`config.mk`:
```
export PLATFORM = sky130hd
export DESIGN_NAME = slot_sequencer
export DESIGN_NICKNAME = d
export VERILOG_FILES = /design/src/rtl/slot_sequencer.sv
export SDC_FILE = /design/constraint.sdc
export NUM_CORES = 1
export LEC_CHECK = 0
export ABC_AREA = 1
export CELL_PAD_IN_SITES_DETAIL_PLACEMENT = 0
export CELL_PAD_IN_SITES_GLOBAL_PLACEMENT = 1
export CORE_MARGIN = 4
export CORE_UTILIZATION = 30
export DETAILED_ROUTE_END_ITERATION = 8
export PLACE_DENSITY = 0.77
export SYNTH_ARGS = -nofsm -noshare
export SYNTH_HDL_FRONTEND = slang
export SYNTH_SLANG_ARGS = --single-unit
```
`constraint.sdc`:
```
create_clock -name clk -period 6.81 [get_ports clk]
set_input_delay 1.0215 -clock clk [delete_from_list [all_inputs] [get_ports clk]]
set_output_delay 1.0215 -clock clk [all_outputs]
set_load 0.03 [all_outputs]
```
`src/rtl/slot_sequencer.sv`:
```
// -----------------------------------------------------------------------------
// slot_sequencer
//   Walks the slot table once per start, index 0 .. 2^INDEX_WIDTH-1. For every
//   READY slot it loads the slot's profile through the PR engine when that
//   profile is not the one currently loaded, issues one DMA command with the
//   slot's src address/size, then writes the final status (DONE or ERROR) back
//   into the table. A watchdog bounds the time spent waiting on PR and DMA.
//
// Ports
//   clk, reset           clock, asynchronous active-high reset
//   start                pulse, begins a pass (IDLE only)
//   abort                level, ends the pass at the next slot boundary
//   busy, done           FSM not idle / 1-cycle end-of-pass pulse
//   err_count            slots marked ERROR in the last pass (saturating)
//   tbl_rd_*             combinational table read port, index = current slot
//   tbl_wr_*             table status write port, strobe tbl_set_status
//   pr_req/pr_profile    reconfiguration request (level) and profile to load
//   pr_done/pr_err       PR completion pulse, error qualified by pr_done
//   cmd_valid/ready/...  DMA command handshake with latched addr/size
//   cmp_valid/cmp_err    DMA completion pulse, error qualified by cmp_valid
// -----------------------------------------------------------------------------
module slot_sequencer #(
  parameter int INDEX_WIDTH   = 2,
  parameter int ADDR_WIDTH    = 32,
  parameter int SIZE_WIDTH    = 26,
  parameter int STATUS_WIDTH  = 2,
  parameter int PROFILE_WIDTH = 4,
  parameter int TIMEOUT_WIDTH = 16
) (
  input  logic                     clk,
  input  logic                     reset,
  input  logic                     start,
  input  logic                     abort,
  output logic                     busy,
  output logic                     done,
  output logic [INDEX_WIDTH:0]     err_count,
  output logic [INDEX_WIDTH-1:0]   tbl_rd_index,
  input  logic [ADDR_WIDTH-1:0]    tbl_rd_addr,
  input  logic [SIZE_WIDTH-1:0]    tbl_rd_size,
  input  logic [STATUS_WIDTH-1:0]  tbl_rd_status,
  input  logic [PROFILE_WIDTH-1:0] tbl_rd_profile,
  output logic [INDEX_WIDTH-1:0]   tbl_wr_index,
  output logic [STATUS_WIDTH-1:0]  tbl_wr_status,
  output logic                     tbl_set_status,
  output logic                     pr_req,
  output logic [PROFILE_WIDTH-1:0] pr_profile,
  input  logic                     pr_done,
  input  logic                     pr_err,
  output logic                     cmd_valid,
  input  logic                     cmd_ready,
  output logic [ADDR_WIDTH-1:0]    cmd_addr,
  output logic [SIZE_WIDTH-1:0]    cmd_size,
  input  logic                     cmp_valid,
  input  logic                     cmp_err
);

  localparam logic [STATUS_WIDTH-1:0] ST_READY = STATUS_WIDTH'(1);
  localparam logic [STATUS_WIDTH-1:0] ST_DONE  = STATUS_WIDTH'(2);
  localparam logic [STATUS_WIDTH-1:0] ST_ERROR = STATUS_WIDTH'(3);

  typedef enum logic [2:0] {
    S_IDLE, S_FETCH, S_RECONF, S_ISSUE, S_WAIT, S_UPDATE, S_NEXT, S_FINISH
  } state_t;

  state_t                     state_q;
  logic [INDEX_WIDTH-1:0]     idx_q;
  logic [ADDR_WIDTH-1:0]      addr_q;
  logic [SIZE_WIDTH-1:0]      size_q;
  logic [PROFILE_WIDTH-1:0]   prof_q;
  logic [PROFILE_WIDTH-1:0]   cur_prof_q;
  logic                       prof_valid_q;
  logic [TIMEOUT_WIDTH-1:0]   wdog_q;
  logic [STATUS_WIDTH-1:0]    wr_status_q;
  logic [INDEX_WIDTH:0]       err_count_q;
  logic                       busy_q;
  logic                       done_q;
  logic                       set_q;
  logic                       pr_req_q;
  logic                       cmd_valid_q;

  logic wdog_expired;
  logic last_slot;
  logic need_reconf;
  logic err_sat;

  assign wdog_expired = &wdog_q;
  assign last_slot    = &idx_q;
  // No profile is trusted after reset or after a failed/timed-out reconfiguration.
  assign need_reconf  = !prof_valid_q || (tbl_rd_profile != cur_prof_q);
  assign err_sat      = &err_count_q;

  assign busy           = busy_q;
  assign done           = done_q;
  assign err_count      = err_count_q;
  assign tbl_rd_index   = idx_q;
  assign tbl_wr_index   = idx_q;
  assign tbl_wr_status  = wr_status_q;
  assign tbl_set_status = set_q;
  assign pr_req         = pr_req_q;
  assign pr_profile     = prof_q;
  assign cmd_valid      = cmd_valid_q;
  assign cmd_addr       = addr_q;
  assign cmd_size       = size_q;

  always_ff @(posedge clk or posedge reset) begin
    if (reset) begin
      state_q      <= S_IDLE;
      idx_q        <= '0;
      addr_q       <= '0;
      size_q       <= '0;
      prof_q       <= '0;
      cur_prof_q   <= '0;
      prof_valid_q <= 1'b0;
      wdog_q       <= '0;
      wr_status_q  <= '0;
      err_count_q  <= '0;
      busy_q       <= 1'b0;
      done_q       <= 1'b0;
      set_q        <= 1'b0;
      pr_req_q     <= 1'b0;
      cmd_valid_q  <= 1'b0;
    end else begin
      case (state_q)
        S_IDLE: begin
          if (start) begin
            state_q     <= S_FETCH;
            idx_q       <= '0;
            err_count_q <= '0;
            busy_q      <= 1'b1;
          end
        end

        S_FETCH: begin
          addr_q <= tbl_rd_addr;
          size_q <= tbl_rd_size;
          prof_q <= tbl_rd_profile;
          if (tbl_rd_status != ST_READY) begin
            state_q <= S_NEXT;
          end else if (need_reconf) begin
            state_q  <= S_RECONF;
            pr_req_q <= 1'b1;
            wdog_q   <= '0;
          end else begin
            state_q     <= S_ISSUE;
            cmd_valid_q <= 1'b1;
          end
        end

        S_RECONF: begin
          if (pr_done) begin
            pr_req_q <= 1'b0;
            if (!pr_err) begin
              cur_prof_q   <= prof_q;
              prof_valid_q <= 1'b1;
              state_q      <= S_ISSUE;
              cmd_valid_q  <= 1'b1;
            end else begin
              prof_valid_q <= 1'b0;
              wr_status_q  <= ST_ERROR;
              set_q        <= 1'b1;
              state_q      <= S_UPDATE;
            end
          end else if (wdog_expired) begin
            // The PR engine state is unknown after a timeout, so forget the profile.
            pr_req_q     <= 1'b0;
            prof_valid_q <= 1'b0;
            wr_status_q  <= ST_ERROR;
            set_q        <= 1'b1;
            state_q      <= S_UPDATE;
          end else begin
            wdog_q <= wdog_q + 1'b1;
          end
        end

        S_ISSUE: begin
          // cmd_valid is already high in the first ISSUE cycle, so a ready
          // that is high on entry completes the handshake immediately.
          if (cmd_ready) begin
            cmd_valid_q <= 1'b0;
            wdog_q      <= '0;
            state_q     <= S_WAIT;
          end
        end

        S_WAIT: begin
          // Completion is checked before the watchdog so it wins a tie.
          if (cmp_valid) begin
            wr_status_q <= cmp_err ? ST_ERROR : ST_DONE;
            set_q       <= 1'b1;
            state_q     <= S_UPDATE;
          end else if (wdog_expired) begin
            wr_status_q <= ST_ERROR;
            set_q       <= 1'b1;
            state_q     <= S_UPDATE;
          end else begin
            wdog_q <= wdog_q + 1'b1;
          end
        end

        S_UPDATE: begin
          set_q   <= 1'b0;
          state_q <= S_NEXT;
          if ((wr_status_q == ST_ERROR) && !err_sat) begin
            err_count_q <= err_count_q + 1'b1;
          end
        end

        S_NEXT: begin
          if (abort || last_slot) begin
            state_q <= S_FINISH;
            done_q  <= 1'b1;
          end else begin
            idx_q   <= idx_q + 1'b1;
            state_q <= S_FETCH;
          end
        end

        S_FINISH: begin
          done_q  <= 1'b0;
          busy_q  <= 1'b0;
          state_q <= S_IDLE;
        end

        default: state_q <= S_IDLE;
      endcase
    end
  end

endmodule

```
# Yosys cells after proc, flatten, opt, wreduce, memory -nomap -nowiden

Index checks and enable logic that the tools add are counted.

Word-level logic and storage cells: 125
Memories: 0
Input port bits: 73
RAM bits: 0
Bits in read-only memories: 0
Register bits: 98
Output and inout port bits: 76
Latch bits: 0

Eq/ne operators: 24
Reductions and logical operators: 31
Shift operators: 0
Bitwise operators: 1
Multiply operators: 0
Multiplexer cells: 51
$lt $le $gt $ge: 0
Add/subtract/negate cells: 3
Divide/modulo/power cells: 0

Operator list:

| cell                  | count |
|---|---|
| $mux 16               | 6 |
| $pmux 16 s4           | 1 |
| $mux 3                | 10 |
| $ne 2x2->1 const B    | 12 |
| $pmux 3 s8            | 1 |
| $mux 1                | 19 |
| $add 16x1->16 const B | 1 |
| $reduce_and 16->1     | 1 |
| $reduce_and 2->1      | 7 |
| $reduce_bool 2->1     | 7 |
| $eq 3x3->1 const B    | 4 |
| $mux 2                | 6 |
| $reduce_and 3->1      | 4 |
| $reduce_and 6->1      | 2 |
| $pmux 2 s2            | 2 |
| $eq 3x2->1 const B    | 2 |
| $ne 3x3->1 const B    | 2 |
| $pmux 1 s2            | 3 |
| $pmux 1 s3            | 2 |
| $pmux 3 s2            | 1 |
| $reduce_bool 3->1     | 2 |
| $ne 4x4->1            | 1 |
| $reduce_and 4->1      | 1 |
| $reduce_bool 4->1     | 1 |
| 10 further kinds      | 12 |

# Depth between registers and ports, before layout

Gate-level depths: netlist of run 1.

Depth after elaboration: 5
Gate-level depth with buffers: 11
Depth with buffers taken out: 10

# Worst setup path after synthesis of run 1

Ideal clock, no wire load.

Path kind: input to register
Start point: input port tbl_rd_profile[0]
End point: register wdog_q[15]
Required time: 6.690 ns
Path buffers: 1
Stages on the path: 9
Setup time: 0.120 ns
Arrival: 1.876 ns
Path slack: 4.814 ns
Cell sequence: inv_1 o21ai_0 nor2_1 nand4_4 nand2_4 nor2_8 buf_6 nand2_1 nand2_1

Longest elaborated chain between the ends: 4

RTL lines:

| element                    | RTL line | source |
|---|---|---|
| from (decl)                | 41       | `input logic [PROFILE_WIDTH-1:0] tbl_rd_profile,` |
| $ne 4x4->1                 | 89       | `assign need_reconf = !prof_valid_q \|\| (tbl_rd_profile != cur_prof_q);` |
| $logic_or 1x1->1           | 89       |  |
| $ne 2x2->1 (no line)       | -        |  |
| $reduce_and 6->1 (no line) | -        |  |
| to (signal assigned)       | 171      | `wdog_q <= wdog_q + 1'b1;` |
| to (signal assigned)       | 196      | `wdog_q <= wdog_q + 1'b1;` |
| to (decl)                  | 72       | `logic [TIMEOUT_WIDTH-1:0] wdog_q;` |

Every way passes these cells.
A chain may end at the register's enable or synchronous reset.

# Worst setup path in the final report of run 1

Start point: register prof_q[0], in the netlist pr_profile[0]
End point: output port pr_profile[0]

RTL lines:

| element                | RTL line | source |
|---|---|---|
| from (decl)            | 69       | `logic [PROFILE_WIDTH-1:0] prof_q;` |
| from (signal assigned) | 136      | `prof_q <= tbl_rd_profile;` |
| to (decl)              | 46       | `output logic [PROFILE_WIDTH-1:0] pr_profile,` |

No word-level cell between the ends.

==> results of run 1 <==
final cells by class:
class	instances	area [sq um]
Fill cell	1500	8590
Sequential cell	98	2450
Multi-Input combinational cell	434	1920
Timing Repair Buffer	151	1500
Clock buffer	11	243
Tap cell	188	235
Inverter	38	145
Clock inverter	5	61.3
state kept, by name, indices dropped and copies added, names as in the netlist:
signal,count
cmd_addr,32
tbl_rd_index,2
tbl_wr_status,2
tbl_set_status,1
busy,1
prof_valid_q,1
done,1
cmd_valid,1
pr_profile,4
state_q,3
err_count,3
cur_prof_q,4
cmd_size,26
wdog_q,16
pr_req,1
per-layer routing:
metal  up-vias  part of all wire [%]  track usage (%)  wire length [um]
met3        15                   5.9             4.54               737
met1      1885                    45             18.3              5610
met5         -                     0                0                 0
li1       2111                     -                -                 -
met2        95                    47             24.0              5840
met4         0                   1.8             5.66               218
cells in the final DEF, fill, tap and decap left out, types with 2 or more instances in the layout:
| cell type | Yosys | final |
|---|---|---|
| nor2_2 | 4 | 3 |
| nand3_1 | 26 | 26 |
| clkdlybuf4s50_1 | 0 | 148 |
| o21ai_0 | 20 | 20 |
| a21oi_1 | 6 | 6 |
| nor2_1 | 44 | 44 |
| inv_2 | 7 | 7 |
| buf_4 | 6 | 3 |
| nand2_1 | 288 | 288 |
| and2_1 | 2 | 2 |
| xnor2_1 | 5 | 5 |
| inv_1 | 31 | 30 |
| nand3_2 | 3 | 3 |
| clkinv_4 | 0 | 2 |
| nand2_2 | 2 | 2 |
| nor2_4 | 1 | 2 |
| nand2_4 | 2 | 2 |
| nand4_1 | 5 | 5 |
| dfrtp_1 | 98 | 98 |
| o21ai_1 | 11 | 11 |
| ha_1 | 4 | 4 |
| clkbuf_16 | 0 | 9 |
| xor2_1 | 5 | 5 |
through the flow:
step	power [mW]	area (sq um)	hold WS [ns]	utilization [%]
after floorplan	1.99	4620	0.459	-
after global placement	2.59	6250	0.453	41.3
after detailed placement	2.61	6250	0.459	41.3
after CTS	3.15	6560	0.474	43.3
after global routing	3.33	6560	0.490	43.3
final	3.10	6560	0.471	43.3
power by group:
group | internal, mW | switching [mW] | leakage [nW]
sequential | 0.821 | 0.158 | 1.23
clock | 0.297 | 0.220 | 0.150
combinational | 0.590 | 1.02 | 1.84
Yosys cell counts, drive strengths merged (2+ instances only):
library cell | instances | share of area (%)
nand4 | 6 | 1.1
nand2 | 292 | 24
o21ai | 31 | 3.4
dfrtp | 98 | 53
buf | 8 | 1.5
nand3 | 29 | 3.5
xnor2 | 5 | 0.95
nor2 | 50 | 4.8
clkbuf | 13 | 1.1
a21oi | 6 | 0.65
inv | 38 | 3.1
ha | 4 | 1.1
xor2 | 5 | 0.95
and2 | 2 | 0.27
how the worst min path moves through the flow:
stage	start	end	slack, ns	cells after the start
2_1_floorplan	cur_prof_q[0]	cur_prof_q[0]	0.46	2
3_3_place_gp	cmd_addr[8]	cmd_addr[8]	0.45	2
3_5_place_dp	cmd_addr[3]	cmd_addr[3]	0.46	2
4_1_cts	cmd_addr[10]	cmd_addr[10]	0.47	2
5_1_grt	cmd_addr[29]	cmd_addr[29]	0.49	2
6_report	cmd_addr[10]	cmd_addr[10]	0.47	2
logic make-up (layout without fill, tap and decap cells):
| kind of cell | Yosys count | after routing |
|---|---|---|
| and+or+nand+nor | 380 | 380 |
| adders and majority gates | 4 | 4 |
| xor gates and xnor gates | 10 | 10 |
| buffers and inverters | 59 | 205 |
| DFF | 98 | 98 |
| AOI/OAI and AO/OA | 40 | 40 |
==> results_dict.tcl, run 1 <==
set metrics [dict create \
    drc_errors 0 \
    cts_max_level 3 \
    synth-adder-area-share_pct 1.08 \
    synthMuxAreaShare_pct 0 \
    grt_setup_unrepaired "no" \
    dieArea_sq_mm 0.0175 \
    cts.path.max_buffers 2 \
    routedWlPerCell_um 13.4 \
    p_leak_nw 3.22 \
    fin_cells 925 \
    path_delay_family "buffers and inverters" \
    fmax_mhz 398 \
    place_congestion 0.816 \
    viasPerCell 4.44 \
    synth_cell_type_count 28 \
    cts_root_buffer "clkbuf_16" \
    yosys.area_share.simple_pct 33.9 \
    row_count 45 \
    r2r-end "wdog_q[2]" \
    synth_fp_nets 668 \
    totalWireLength_mm 12.4 \
    ff2ff_setup_slack_ns 4.41 \
    maxSlewViolCount 0 \
    slowest_delay_ns 0.72 \
    ios 149 \
    syn_inst 591 \
    path_buf_inv 1 \
    dp_hpwl_mm 9.03 \
    status "completed" \
    setup_tns_ns 0 \
    hold_viol_final 0 \
    ys.flop_type "dfrtp_1" \
    worstSetupEndpointType "output port" \
    arrival_ns 1.49 \
    finalCritPeriodShare_pct 36.9 \
    setup_viol 0 \
    placedCellCount 909 \
    period_needed_ns 2.51 \
    die_h_um 132 \
    grt_max_degree 70 \
    numCtsBuffers 9 \
    start_util_pct 30.5 \
    ant_nets 0 \
    place_ws_ns 4.08 \
    peakVddDrop_mv 0.189 \
    cts_setup_buffers 0 \
    worstPathMaxFanout 3 \
    synth.avg_cell_area_sq_um 7.82 \
    area_delta_synth_final_pct 41.8 \
    cp_slowest_cell "clkdlybuf4s50_1" \
    r2r_start "state_q[1]" \
    ys_seq_area_share_pct 53.0 \
    synth_compound_area_share_pct 4.47 \
    nNetsFinal 809 \
    drive_gt1_share_pct 5.43 \
    antenna_cells 0 \
    cts_sinks 98 \
    drtIter0Drc 161 \
    cts_resized 0 \
    synth_xor_area_share_pct 1.89 \
    cts_tree "yes" \
    cp_num_cells 1 \
    grt_antenna_before_repair 0 \
    synth_edf_count 0 \
    synth_seq_cells 98 \
    crit_chain "clkdlybuf4s50_1" \
    worstHoldPathType "register to register" \
    worst_setup_path_start_kind "register" \
    setup_slack_ns 4.30 \
    critical_path_class "register to output port" \
    ys_async_sr_fraction_pct 100 \
    grt_pass1_vias 4326 \
    cts.clk_slew.worst_paths_ns 0.07 \
    grt_first_pass_wirelength_mm 21.1 \
    power-per-cell-area_mw_per_mm2 473 \
    clock_skew_ns 0.00848 \
    die_width_um 132 \
    firstDrtPassIters 4 \
    core-area_sq_mm 0.0151 \
    synth_top_family_by_area "simple AND/OR/NAND/NOR gates" \
    slew-limit-headroom_pct 41.8 \
    reg2reg_depth 9 \
    drv_cap 0 \
    required_ns 5.79 \
    grt_use_total_pct 14.7 \
    synth_warnings 0 \
    grt_remaining_overflow 0 \
    clock_latency_ns 0.34 \
    worstMarginPinSlew_ns 0.873 \
    netlist_area_sq_mm 0.00462 \
    crit_start "pr_profile[0]" \
    portBuffers 148 \
    vias 4106 \
    endpoint "pr_profile[0]" \
    cts_hold_buf 0 \
]
Note: power is estimated with default switching activity, not from simulation.
==> inputs of run 2 (changes only) <==
==> constraint.sdc (replaced) <==
create_clock -name clk -period 2.5 [get_ports clk]
set_input_delay 0.375 -clock clk [delete_from_list [all_inputs] [get_ports clk]]
set_output_delay 0.375 -clock clk [all_outputs]
set_load 0.03 [all_outputs]
==> results_dict.tcl, run 2 (same netlist as run 1, synthesis figures left out) <==
set metrics [dict create \
    clock_latency_ns 0.34 \
    peakVddDrop_mv 0.715 \
    p_sw_share_pct 44.3 \
    totalWireLength_mm 12.0 \
    cts.clk_slew.worst_paths_ns 0.06 \
    worst_setup_path_start_kind "register" \
    drc_errors 0 \
    final_core_util_pct 43.7 \
    dp_hpwl_mm 8.86 \
    viasPerCell 4.47 \
    seqPwrFrac_pct 31.3 \
    combinationalPowerShare_pct 51.6 \
    r2r_start "state_q[1]" \
    worstMarginPinSlew_ns 0.751 \
    required_ns 2.12 \
    path_delay_family "buffers and inverters" \
    grt_pass1_vias 4232 \
    hold_path_startpoint "cmd_addr[31]" \
    setup_viol 0 \
    finalCritPeriodShare_pct 73.1 \
    ant_nets 0 \
    cp_slowest_cell "clkdlybuf4s50_1" \
    grt_remaining_overflow 0 \
    worstSetupEndpointType "output port" \
    grt_use_total_pct 13.9 \
    portBuffers 148 \
    pwr-share-clk_pct 17.2 \
    die_width_um 132 \
    ios 149 \
    clock_skew_ns 0.00723 \
    grt_antenna_before_repair 0 \
    crit_start "pr_profile[3]" \
    fmax_mhz 547 \
    period_needed_ns 1.83 \
    row_count 45 \
    setup_tns_ns 0 \
    cts_setup_buffers 0 \
    power-per-cell-area_mw_per_mm2 1280 \
    grt_setup_unrepaired "no" \
    status "completed" \
    drv_cap 0 \
    cts.path.max_buffers 2 \
    routedWlPerCell_um 12.9 \
    critical_path_class "register to output port" \
    layout_common_cells "nand2_1, clkdlybuf4s50_1, dfrtp_1" \
    vias 4140 \
    p_leak_nw 3.24 \
    firstDrtPassIters 4 \
    nNetsFinal 812 \
    grt_max_degree 52 \
    grt_first_pass_wirelength_mm 20.2 \
    mostFrequentLayoutCell "nand2_1" \
    worstPathMaxFanout 3 \
    drive_gt1_share_pct 5.68 \
    worstHoldPathType "register to register" \
    intPower_mw 4.73 \
    crit_chain "clkdlybuf4s50_1" \
    slew-limit-headroom_pct 49.8 \
    arrival_ns 1.45 \
    cts_root_buffer "clkbuf_16" \
    area_delta_synth_final_pct 43.3 \
    hold_ws_ns 0.469 \
    start_util_pct 30.5 \
    largest_reg_flops 32 \
    dieArea_sq_mm 0.0175 \
    die_h_um 132 \
    core-area_sq_mm 0.0151 \
    ff2ff_setup_slack_ns 0.71 \
    p_switching_mw 3.77 \
    drtIter0Drc 264 \
    maxSlewViolCount 0 \
    antenna_cells 0 \
    place_congestion 0.805 \
    hold_viol_final 0 \
    cts_tree "yes" \
    path_buf_inv 1 \
    cts_sinks 98 \
    cts_max_level 3 \
    numCtsBuffers 9 \
    cts_resized 0 \
    slowest_delay_ns 0.70 \
    cts_hold_buf 0 \
]
## run 2: worst paths after layout
kind	to	depth (start not counted)
max	pr_profile[3]	1
min	cmd_addr[31]	2
max reg2reg	wdog_q[3]	8
min reg2reg	cmd_addr[31]	2
max in group asynchronous	cmd_size[6]	3
min in group asynchronous	cmd_size[24]	2
## run 2: power by group through the flow
stage | clock, mW | sequential, mW | combinational (mW)
finish | 1.46 | 2.66 | 4.38
global route | 1.58 | 2.75 | 4.78
CTS | 1.51 | 2.66 | 4.45
detailed placement | 0 | 2.67 | 4.44
global placement | 0 | 2.65 | 4.38
floorplan | 0 | 3.70 | 1.72
## run 2: layout make-up
cell class                      count  area [sq um]
Clock inverter                      5          80.1
Multi-Input combinational cell    434          1920
Sequential cell                    98          2450
Timing Repair Buffer              154          1560
Fill cell                        1461          8520
Inverter                           38           146
Clock buffer                       10           229
Tap cell                          188           235
## run 2: stage by stage
step / instance area (sq um) / instances / total power [mW] / setup slack [ns]
2_1_floorplan: 4630 / 591 / 5.42 / 0.906
3_3_place_gp: 6310 / 912 / 7.04 / 0.455
3_5_place_dp: 6310 / 912 / 7.11 / 0.414
4_1_cts: 6620 / 927 / 8.62 / 0.627
5_1_grt: 6620 / 927 / 9.10 / 0.513
6_report: 6620 / 927 / 8.49 / 0.673
## run 2: layer usage
layer	global-route usage (%)	wire [um]	vias up	part of all wire (%)
met5	0	0	-	0
met4	4.73	170	0	1.4
met3	5.34	1030	11	8.6
met2	22.3	5490	121	46
met1	17.3	5270	1898	44
li1	-	-	2110	-
